### src/rtl/tm1638_frame_ctrl.sv
// TM1638 refresh sequencer: data command, address plus 16 data bytes,
// then display control, bit-banged from a system-clock bit-rate counter.
module tm1638_frame_ctrl #(
    parameter int HALF_BIT = 50
) (
    input  logic         clk,
    input  logic         rst,
    input  logic         start,
    input  logic [127:0] seg_data,
    input  logic [2:0]   bright,
    input  logic         disp_on,
    output logic         busy,
    output logic         done,
    output logic         tm_stb,
    output logic         tm_clk,
    output logic         tm_dio
);

    localparam int CW = (HALF_BIT > 1) ? $clog2(HALF_BIT) : 1;
    localparam logic [CW-1:0] CNT_MAX = CW'(HALF_BIT - 1);

    typedef enum logic [1:0] {
        IDLE,
        F1,
        F2,
        F3
    } state_t;

    typedef enum logic [1:0] {
        SETUP,
        LOW,
        HIGH,
        GAP
    } phase_t;

    state_t        state, state_n;
    phase_t        phase, phase_n;
    logic [CW-1:0] cnt, cnt_n;
    logic [2:0]    bit_idx, bit_n;
    logic [4:0]    byte_idx, byte_n;

    logic [127:0]  seg_q;
    logic [7:0]    ctl_q;

    logic          cnt_end;
    logic [4:0]    last_byte;
    logic [3:0]    seg_k;
    logic [7:0]    byte_sel;
    logic          stb_n;
    logic          clk_n;
    logic          dio_n;
    logic          busy_n;
    logic          done_n;

    assign cnt_end   = (cnt == CNT_MAX);
    assign last_byte = (state == F2) ? 5'd16 : 5'd0;

    // State, counters and pin registers; pins are registered from the
    // next-state decode so they change exactly with the state and never glitch.
    always_ff @(posedge clk) begin
        if (rst) begin
            state    <= IDLE;
            phase    <= SETUP;
            cnt      <= '0;
            bit_idx  <= '0;
            byte_idx <= '0;
            tm_stb   <= 1'b1;
            tm_clk   <= 1'b1;
            tm_dio   <= 1'b1;
            busy     <= 1'b0;
            done     <= 1'b0;
        end else begin
            state    <= state_n;
            phase    <= phase_n;
            cnt      <= cnt_n;
            bit_idx  <= bit_n;
            byte_idx <= byte_n;
            tm_stb   <= stb_n;
            tm_clk   <= clk_n;
            tm_dio   <= dio_n;
            busy     <= busy_n;
            done     <= done_n;
        end
    end

    // Snapshot the display image and control byte when a refresh is accepted.
    always_ff @(posedge clk) begin
        if (state == IDLE && start) begin
            seg_q <= seg_data;
            ctl_q <= disp_on ? {5'b10001, bright} : 8'h80;
        end
    end

    // Next-state: half-bit counter drives phase, bit, byte and frame advance.
    always_comb begin
        state_n = state;
        phase_n = phase;
        cnt_n   = cnt;
        bit_n   = bit_idx;
        byte_n  = byte_idx;
        if (state == IDLE) begin
            if (start) begin
                state_n = F1;
                phase_n = SETUP;
                cnt_n   = '0;
                bit_n   = '0;
                byte_n  = '0;
            end
        end else if (!cnt_end) begin
            cnt_n = cnt + 1'b1;
        end else begin
            cnt_n = '0;
            unique case (phase)
                SETUP: phase_n = LOW;
                LOW:   phase_n = HIGH;
                HIGH: begin
                    phase_n = LOW;
                    bit_n   = bit_idx + 3'd1;
                    if (bit_idx == 3'd7) begin
                        if (byte_idx == last_byte) begin
                            phase_n = GAP;
                        end else begin
                            byte_n = byte_idx + 5'd1;
                        end
                    end
                end
                GAP: begin
                    phase_n = SETUP;
                    byte_n  = '0;
                    unique case (state)
                        F1:      state_n = F2;
                        F2:      state_n = F3;
                        default: state_n = IDLE;
                    endcase
                end
            endcase
        end
    end

    // Byte index 0 of F2 is the address command; 1..16 map to RAM 0..15.
    assign seg_k = byte_n[3:0] - 4'd1;

    // Output decode from the next state so the pin registers line up with it.
    always_comb begin
        unique case (state_n)
            F1:      byte_sel = 8'h40;
            F2: begin
                if (byte_n == 5'd0) begin
                    byte_sel = 8'hC0;
                end else begin
                    byte_sel = seg_q[{seg_k, 3'b000} +: 8];
                end
            end
            F3:      byte_sel = ctl_q;
            default: byte_sel = 8'hFF;
        endcase
        stb_n  = !(state_n != IDLE && phase_n != GAP);
        clk_n  = !(state_n != IDLE && phase_n == LOW);
        dio_n  = 1'b1;
        if (state_n != IDLE && (phase_n == LOW || phase_n == HIGH)) begin
            dio_n = byte_sel[bit_n];
        end
        busy_n = (state_n != IDLE);
        done_n = (state == F3) && (state_n == IDLE);
    end

endmodule

### config.mk
export PLATFORM = sky130hd
export DESIGN_NAME = tm1638_frame_ctrl
export DESIGN_NICKNAME = d
export VERILOG_FILES = /design/src/rtl/tm1638_frame_ctrl.sv
export SDC_FILE = /design/constraint.sdc
export NUM_CORES = 1
export LEC_CHECK = 0
export ABC_AREA = 1
export CORE_ASPECT_RATIO = 1.25
export CORE_MARGIN = 8
export CORE_UTILIZATION = 52
export CTS_CLUSTER_SIZE = 24
export DETAILED_ROUTE_END_ITERATION = 7
export MAX_ROUTING_LAYER = met4
export PLACE_DENSITY = 0.86
export SYNTH_ARGS = -nofsm -noshare
export SYNTH_HDL_FRONTEND = slang
export SYNTH_SLANG_ARGS = --single-unit
### constraint.sdc
create_clock -name clk -period 5.95 [get_ports clk]
set_clock_uncertainty 0.2 [all_clocks]
set_input_delay 1.4875 -clock clk [delete_from_list [all_inputs] [get_ports clk]]
set_output_delay 1.4875 -clock clk [all_outputs]
set_load 0.005 [all_outputs]
==> metrics.txt, run 1 <==
# TYPE chip_impl_metric gauge
chip_impl_metric{name="routed-via-count",unit=""} 5480
chip_impl_metric{name="critical_path_required",unit="ns"} 6.08
chip_impl_metric{name="cts-hold-fix-buffers",unit=""} 0
chip_impl_metric{name="synth-edff-count",unit=""} 132
chip_impl_metric{name="floorplan.die.height",unit="um"} 146
chip_impl_metric{name="portBuffers",unit=""} 139
chip_impl_metric{name="global_route.overflow_total",unit=""} 0
chip_impl_metric{name="totalPowerFinal",unit="mW"} 2.62
chip_impl_info{name="timing.critical_path.to_type",value="flop"} 1
chip_impl_metric{name="maxCapViolCount",unit=""} 0
chip_impl_info{name="slowest_cp_cell",value="sky130_fd_sc_hd__clkdlybuf4s50_1"} 1
chip_impl_metric{name="number_of_buffers_inserted_by_post_cts_setup_repair",unit=""} 0
chip_impl_metric{name="final_max_slew_viol_count",unit=""} 0
chip_impl_metric{name="static-leakage-power",unit="nW"} 3.58
chip_impl_metric{name="irDropWorstVdd",unit="uV"} 218
chip_impl_info{name="synthDominantAreaCellType",value="sky130_fd_sc_hd__edfxtp_1"} 1
chip_impl_metric{name="drc_errors",unit=""} 0
chip_impl_metric{name="cts-root-to-sink-buffers",unit=""} 2
chip_impl_info{name="grt_setup_unrepaired",value="no"} 1
chip_impl_info{name="rr_startpoint",value="state[0]"} 1
chip_impl_metric{name="synth_cells",unit=""} 682
chip_impl_info{name="hold_path_end",value="cnt[5]"} 1
chip_impl_metric{name="floorplan.initialDensity",unit=""} 0.532
chip_impl_metric{name="rr_worst_depth",unit=""} 24
chip_impl_metric{name="setup_viol",unit=""} 0
chip_impl_info{name="yosys.cell_count.top_type",value="sky130_fd_sc_hd__nand2_1"} 1
chip_impl_metric{name="finalWorstPathRequiredPeriod",unit="ns"} 4.34
chip_impl_metric{name="path_clk_slew",unit="ns"} 0.06
chip_impl_info{name="hold_startpoint",value="cnt[5]"} 1
chip_impl_info{name="crit_family",value="buffers and inverters"} 1
chip_impl_info{name="worst-setup-path-type",value="input pin to flop"} 1
chip_impl_metric{name="postSynthRegisterBits",unit=""} 155
chip_impl_metric{name="cts_repair_resize_count",unit=""} 0
chip_impl_metric{name="cts_made_buffers",unit=""} 17
chip_impl_info{name="critical_path.reg2reg.endpoint",value="tm_dio"} 1
chip_impl_info{name="synth_common_cells",value="168 x sky130_fd_sc_hd__nand2_1, 160 x sky130_fd_sc_hd__nand3_1, 132 x sky130_fd_sc_hd__edfxtp_1"} 1
chip_impl_metric{name="syn_nets",unit=""} 829
chip_impl_metric{name="area_growth_syn_to_layout",unit="%"} 29.6
chip_impl_metric{name="finalSetupTns",unit="ns"} 0
chip_impl_metric{name="initial_antenna_violation_count",unit=""} 1
chip_impl_metric{name="max_freq",unit="MHz"} 231
chip_impl_metric{name="total_count_of_hold_check_failures_in_the_final_report",unit=""} 0
chip_impl_metric{name="finalWeightedCongestion",unit=""} 0.897
chip_impl_metric{name="synth_top_area_frac",unit=""} 0.563
chip_impl_info{name="hold_path_class",value="flop to flop"} 1
chip_impl_metric{name="synth.avg_cell_area",unit="um2"} 10.3
chip_impl_info{name="synth_top_flop_cell",value="sky130_fd_sc_hd__edfxtp_1"} 1
chip_impl_info{name="outcome",value="finished, final reports clean"} 1
chip_impl_metric{name="pin_slew_with_the_least_headroom_to_its_limit",unit="ns"} 0.793
chip_impl_metric{name="num_io_pins",unit=""} 140
chip_impl_metric{name="grt_max_degree",unit=""} 65
chip_impl_info{name="crit_chain",value="clkdlybuf4s50_1 -> nor2_4 -> nand2_1 -> nand2_2 -> inv_2 -> ha_1 -> inv_1 -> buf_4 -> nand3_1 -> nand3_1 -> nand3_1 -> nand3_1 -> nand2_1 -> nand3_1 -> nand3_1 -> nand2_1 -> nand2_1"} 1
chip_impl_info{name="timing.critical_path.from_type",value="input pin"} 1
chip_impl_metric{name="timing.critical_path.slowest_cell_delay",unit="ns"} 0.47
chip_impl_metric{name="relSlewSlack",unit=""} 0.471
chip_impl_metric{name="reg2reg_slack",unit="ns"} 1.74
chip_impl_info{name="cts_tree",value="done"} 1
chip_impl_metric{name="fin_nets",unit=""} 964
chip_impl_metric{name="drt-total-wl",unit="um"} 17700
chip_impl_metric{name="grt_first_pass_wirelength",unit="um"} 28400
chip_impl_info{name="crit_path_frequent_cell",value="sky130_fd_sc_hd__nand3_1"} 1
chip_impl_metric{name="cts.htree.levels",unit=""} 4
chip_impl_info{name="netlist_top_cells_area",value="sky130_fd_sc_hd__edfxtp_1 56%, sky130_fd_sc_hd__nand3_1 11%, sky130_fd_sc_hd__nand2_1 9.0%"} 1
chip_impl_metric{name="cell_area_after_technology_mapping",unit="um2"} 7040
chip_impl_metric{name="synth-warning-count",unit=""} 0
chip_impl_metric{name="clock-sinks",unit=""} 155
chip_impl_metric{name="grt_pass1_vias",unit=""} 5725
chip_impl_metric{name="chip_width",unit="um"} 120
chip_impl_metric{name="route.detailed.wl_per_inst",unit="um"} 17.7
chip_impl_metric{name="worst-path-max-fanout",unit=""} 30
chip_impl_metric{name="dp.final_hpwl",unit="um"} 12200
chip_impl_metric{name="design.core.area",unit="um2"} 13200
chip_impl_metric{name="worstSkewPairLatency",unit="ns"} 0.43
chip_impl_metric{name="cp_data_arrival_time",unit="ns"} 4.46
chip_impl_metric{name="min_period_over_period",unit=""} 0.729
chip_impl_metric{name="synth_seq_area_share",unit=""} 0.628
chip_impl_metric{name="crit_buf_inv",unit=""} 4
chip_impl_metric{name="route.detailed.vias_per_inst",unit=""} 5.48
chip_impl_metric{name="postSynth.asyncResetShare",unit=""} 0
chip_impl_metric{name="track_usage",unit=""} 0.213
chip_impl_metric{name="row_count",unit=""} 47
chip_impl_metric{name="die_area",unit="um2"} 17500
chip_impl_metric{name="drt_iter0_markers",unit=""} 559
chip_impl_metric{name="post_synth_num_cell_types",unit=""} 40
chip_impl_metric{name="post_route_cells_drive_above_1_share",unit=""} 0.0737
chip_impl_metric{name="final.fill_count",unit=""} 935
chip_impl_metric{name="holdPathStages",unit=""} 2
chip_impl_metric{name="drt.antenna.violating_nets",unit=""} 0
chip_impl_metric{name="detail_route.first_pass.iterations",unit=""} 5
chip_impl_metric{name="power_density",unit="nW/um2"} 287
chip_impl_info{name="root_buffer",value="sky130_fd_sc_hd__clkbuf_16"} 1
==> layout make-up <==
cell class / count / area, um2 / share of cell area
flip-flops and latches: 155 / 4420 / 0.485
multi-input cells: 431 / 2170 / 0.237
repair buffers: 146 / 1440 / 0.158
clock buffers: 17 / 425 / 0.0466
inverters: 66 / 250 / 0.0274
well taps: 171 / 214 / 0.0234
clock inverters: 13 / 200 / 0.0219
diodes: 1 / 2.50 / 0.000274
==> logic make-up after synthesis <==
logic type	share of synthesized area
AO/OA/AOI/OAI	0.0261
flip-flops	0.628
adder cells (fa/ha/maj)	0.0213
buffers and inverters	0.0640
AND/OR/NAND/NOR	0.258
XOR/XNOR	0.00249
==> sequential cells by signal (all words and copies together) (netlist names) <==
name      count
byte_idx      5
ctl_q         4
phase         2
state         2
tm_dio        1
bit_idx       3
seg_q       128
busy          1
done          1
tm_stb        1
cnt           6
tm_clk        1
==> worst min-delay path, delay by kind of cell, from the launching register on <==
kind            cells  cell delay [ns]
simple gates        1             0.06
flops               1             0.32
compound gates      1             0.05
==> stage by stage <==
step	cell area [um2]	hold slack, ns	std cells	util	setup WS [ns]
floorplan	7040	0.256	682	-	0.380
global placement	8500	0.275	969	0.642	1.32
detailed placement	8500	0.273	969	0.642	1.23
CTS	9130	0.283	999	0.690	1.65
global route	9130	0.325	1000	0.690	1.35
finish	9130	0.284	1000	0.690	1.61
==> power breakdown <==
group          switching [mW]  internal, mW
Combinational          0.0862         0.104
Clock                   0.416         0.735
Sequential             0.0207          1.26
==> layer usage <==
layer  routed length, um  track usage
met5                   0            -
met4                 760        0.126
met3                1060       0.0471
met2                9160        0.350
met1                6760        0.233
==> cell usage in the layout, fill, tap and decap left out, drive strengths merged, types with 9 or more instances in the layout <==
cell type	count
nor2	35
clkbuf	17
dfxtp	23
inv	66
o21ai	9
clkdlybuf4s50	139
nand3	162
nand3b	10
ha	12
nand2	177
edfxtp	132
==> worst max-delay path by stage <==
| stage | to | cells after the start | start |
|---|---|---|---|
| after floorplan | tm_dio | 13 | start |
| after global placement | tm_dio | 17 | start |
| after detailed placement | tm_dio | 17 | start |
| after CTS | tm_dio | 17 | start |
| after global routing | tm_dio | 25 | state[0] |
| final | tm_dio | 17 | start |
Power figures use the tool's default switching activity.
==> run 2: changes to the inputs <==
clock period = 4.2 ns   (was 5.95 ns; I/O delays follow)
==> run 2 against run 1 <==
Against the previous run: utilization up 0.076 points; non-clock buffer count is 2 higher; sequential power rose by 41%; flip-flop and latch count did not move; worst setup slack lost 0.80 ns; combinational power is 43% higher.
==> metrics.txt, run 2 (synthesized netlist as in run 1, its figures left out) <==
# TYPE chip_impl_metric gauge
chip_impl_info{name="outcome",value="finished, final reports clean"} 1
chip_impl_metric{name="holdPathStages",unit=""} 2
chip_impl_metric{name="final_max_slew_viol_count",unit=""} 0
chip_impl_metric{name="setup_viol",unit=""} 0
chip_impl_metric{name="path_clk_slew",unit="ns"} 0.06
chip_impl_info{name="root_buffer",value="sky130_fd_sc_hd__clkbuf_16"} 1
chip_impl_metric{name="chip_width",unit="um"} 120
chip_impl_metric{name="maxCapViolCount",unit=""} 0
chip_impl_metric{name="route.detailed.wl_per_inst",unit="um"} 17.1
chip_impl_info{name="hold_path_end",value="cnt[5]"} 1
chip_impl_info{name="layout_commonest_cell",value="sky130_fd_sc_hd__nand2_1"} 1
chip_impl_info{name="route.top_layer_used",value="met4"} 1
chip_impl_metric{name="clock-sinks",unit=""} 155
chip_impl_metric{name="final.fill_count",unit=""} 932
chip_impl_metric{name="dp_worst_setup_slack",unit="ns"} 0.418
chip_impl_metric{name="route.detailed.vias_per_inst",unit=""} 5.40
chip_impl_metric{name="reg2reg_slack",unit="ns"} 0.97
chip_impl_metric{name="die_area",unit="um2"} 17500
chip_impl_metric{name="clock_power_share",unit=""} 0.420
chip_impl_info{name="mostFrequentLayoutCells",value="167 x sky130_fd_sc_hd__nand2_1, 159 x sky130_fd_sc_hd__nand3_1, 139 x sky130_fd_sc_hd__clkdlybuf4s50_1"} 1
chip_impl_metric{name="max_freq",unit="MHz"} 295
chip_impl_info{name="largest-register",value="seg_q"} 1
chip_impl_metric{name="floorplan.die.height",unit="um"} 146
chip_impl_metric{name="drt_iter0_markers",unit=""} 421
chip_impl_info{name="worst-setup-path-type",value="input pin to flop"} 1
chip_impl_metric{name="rr_worst_depth",unit=""} 19
chip_impl_metric{name="grt_first_pass_wirelength",unit="um"} 27200
chip_impl_metric{name="largest_register_ffs",unit=""} 128
chip_impl_info{name="largest_registers",value="seg_q x128, cnt x6, byte_idx x5"} 1
chip_impl_metric{name="finalWorstPathRequiredPeriod",unit="ns"} 3.39
chip_impl_metric{name="initial_antenna_violation_count",unit=""} 2
chip_impl_metric{name="finish.instance_area",unit="um2"} 9140
chip_impl_metric{name="number_of_buffers_inserted_by_post_cts_setup_repair",unit=""} 0
chip_impl_metric{name="cp_data_arrival_time",unit="ns"} 3.51
chip_impl_metric{name="row_count",unit=""} 47
chip_impl_metric{name="critical_path_required",unit="ns"} 4.32
chip_impl_metric{name="floorplan.initialDensity",unit=""} 0.532
chip_impl_metric{name="drt-total-wl",unit="um"} 17200
chip_impl_metric{name="portBuffers",unit=""} 139
chip_impl_metric{name="post-place-cells",unit=""} 971
chip_impl_metric{name="share_seq_of_total_power",unit=""} 0.504
chip_impl_info{name="rr_startpoint",value="state[0]"} 1
chip_impl_metric{name="worstSkewPairLatency",unit="ns"} 0.42
chip_impl_metric{name="track_usage",unit=""} 0.205
chip_impl_metric{name="num_io_pins",unit=""} 140
chip_impl_metric{name="cts_repair_resize_count",unit=""} 0
chip_impl_metric{name="stdcell_count",unit=""} 1005
chip_impl_metric{name="met2WireLength",unit="um"} 9350
chip_impl_metric{name="internal_dissipation",unit="mW"} 2.82
chip_impl_metric{name="pin_slew_with_the_least_headroom_to_its_limit",unit="ns"} 0.771
chip_impl_metric{name="cts-root-to-sink-buffers",unit=""} 2
chip_impl_metric{name="static-leakage-power",unit="nW"} 3.58
chip_impl_metric{name="finalWeightedCongestion",unit=""} 0.885
chip_impl_metric{name="area_growth_syn_to_layout",unit="%"} 29.8
chip_impl_metric{name="drc_errors",unit=""} 0
chip_impl_metric{name="power_switching_share",unit=""} 0.216
chip_impl_metric{name="net-switching-power",unit="mW"} 0.775
chip_impl_metric{name="wl_met1",unit="um"} 6250
chip_impl_metric{name="cts_made_buffers",unit=""} 17
chip_impl_info{name="grt_setup_unrepaired",value="no"} 1
chip_impl_metric{name="met3RoutedLength",unit="um"} 1020
chip_impl_metric{name="cts-hold-fix-buffers",unit=""} 0
chip_impl_metric{name="worst-path-max-fanout",unit=""} 24
chip_impl_info{name="timing.critical_path.from_type",value="input pin"} 1
chip_impl_metric{name="dpl-instance-area",unit="um2"} 8540
chip_impl_metric{name="post_route_cells_drive_above_1_share",unit=""} 0.0853
chip_impl_metric{name="routed-via-count",unit=""} 5423
chip_impl_metric{name="drt.antenna.violating_nets",unit=""} 0
chip_impl_metric{name="power.combinational.fraction",unit=""} 0.075
chip_impl_info{name="hold_startpoint",value="cnt[5]"} 1
chip_impl_metric{name="dp.final_hpwl",unit="um"} 12000
chip_impl_metric{name="design.core.area",unit="um2"} 13200
chip_impl_metric{name="detail_route.first_pass.iterations",unit=""} 5
chip_impl_metric{name="fin_nets",unit=""} 966
chip_impl_metric{name="power_density",unit="nW/um2"} 393
chip_impl_metric{name="global_route.overflow_total",unit=""} 0
chip_impl_info{name="hold_path_class",value="flop to flop"} 1
chip_impl_metric{name="grt_pass1_vias",unit=""} 5607
chip_impl_metric{name="grt_max_degree",unit=""} 133
chip_impl_info{name="timing.critical_path.to_type",value="flop"} 1
chip_impl_metric{name="setup_slack",unit="ns"} 0.811
chip_impl_metric{name="relSlewSlack",unit=""} 0.484
chip_impl_metric{name="cts.htree.levels",unit=""} 4
chip_impl_metric{name="min_period_over_period",unit=""} 0.807
chip_impl_metric{name="total_count_of_hold_check_failures_in_the_final_report",unit=""} 0
chip_impl_metric{name="irDropWorstVdd",unit="uV"} 293
chip_impl_info{name="critical_path.reg2reg.endpoint",value="tm_dio"} 1
chip_impl_info{name="cts_tree",value="done"} 1
==> run 2: cell types whose count changed in the layout (fill, tap and decap cells not counted), moves of 2 or more <==
cell / change
sky130_fd_sc_hd__bufinv_16: -3
sky130_fd_sc_hd__clkinv_1: -2
sky130_fd_sc_hd__clkinv_4: +2
sky130_fd_sc_hd__clkinvlp_4: +2
sky130_fd_sc_hd__inv_6: +4
==> run 2: cell type report <==
| type | instances | area (um2) | area share |
|---|---|---|---|
| Inverter | 66 | 251 | 0.0275 |
| Timing Repair Buffer | 148 | 1470 | 0.161 |
| Clock inverter | 15 | 163 | 0.0178 |
| Sequential cell | 155 | 4420 | 0.484 |
| Clock buffer | 17 | 425 | 0.0466 |
| Multi-Input combinational cell | 431 | 2180 | 0.239 |
| Antenna cell | 2 | 5.00 | 0.000548 |
| Tap cell | 171 | 214 | 0.0234 |
==> run 2: per-layer routing <==
metal  track usage  vias to the layer above
met5             -                        -
met4         0.115                        0
met3        0.0494                       44
met2         0.356                      215
met1         0.207                     2555
li1              -                     2609
==> run 2: per-stage QoR <==
| stage | power, mW | hold slack, ns | TNS (ns) | utilization |
|---|---|---|---|---|
| global placement | 2.11 | 0.267 | 0 | 0.646 |
| finish | 3.59 | 0.293 | 0 | 0.691 |
| floorplan | 1.94 | 0.256 | -0.0306 | - |
| CTS | 3.61 | 0.288 | 0 | 0.690 |
| global route | 3.70 | 0.338 | 0 | 0.691 |
| detailed placement | 2.11 | 0.278 | 0 | 0.646 |
==> run 2: worst max-delay path by stage <==
| stage | startpoint | endpoint | cells past startpoint |
|---|---|---|---|
| after floorplan | start | tm_dio | 10 |
| after global placement | start | tm_dio | 16 |
| after detailed placement | start | tm_dio | 16 |
| after CTS | start | tm_dio | 17 |
| after global routing | start | tm_dio | 16 |
| final | start | tm_dio | 17 |
==> run 2: worst max-delay path: stages <==
cell,delay [ns]
sky130_fd_sc_hd__clkdlybuf4s50_1,0.50
sky130_fd_sc_hd__nor2_4,0.26
sky130_fd_sc_hd__nand2_1,0.12
sky130_fd_sc_hd__nand2_2,0.10
sky130_fd_sc_hd__inv_2,0.04
sky130_fd_sc_hd__ha_1,0.31
sky130_fd_sc_hd__inv_1,0.08
sky130_fd_sc_hd__buf_4,0.28
sky130_fd_sc_hd__nand3_1,0.14
sky130_fd_sc_hd__nand3_1,0.11
sky130_fd_sc_hd__nand3_1,0.11
sky130_fd_sc_hd__nand3_1,0.10
sky130_fd_sc_hd__nand2_1,0.05
sky130_fd_sc_hd__nand3_1,0.07
sky130_fd_sc_hd__nand3_1,0.06
sky130_fd_sc_hd__nand2_1,0.06
sky130_fd_sc_hd__nand2_1,0.05
==> run 2: power groups by stage <==
stage,sequential [mW],clock [mW],combinational [mW]
2_1_floorplan,1.84,0,0.104
4_1_cts,1.81,1.53,0.272
5_1_grt,1.82,1.59,0.294
3_5_place_dp,1.84,0,0.270
3_3_place_gp,1.84,0,0.266
6_report,1.81,1.51,0.271
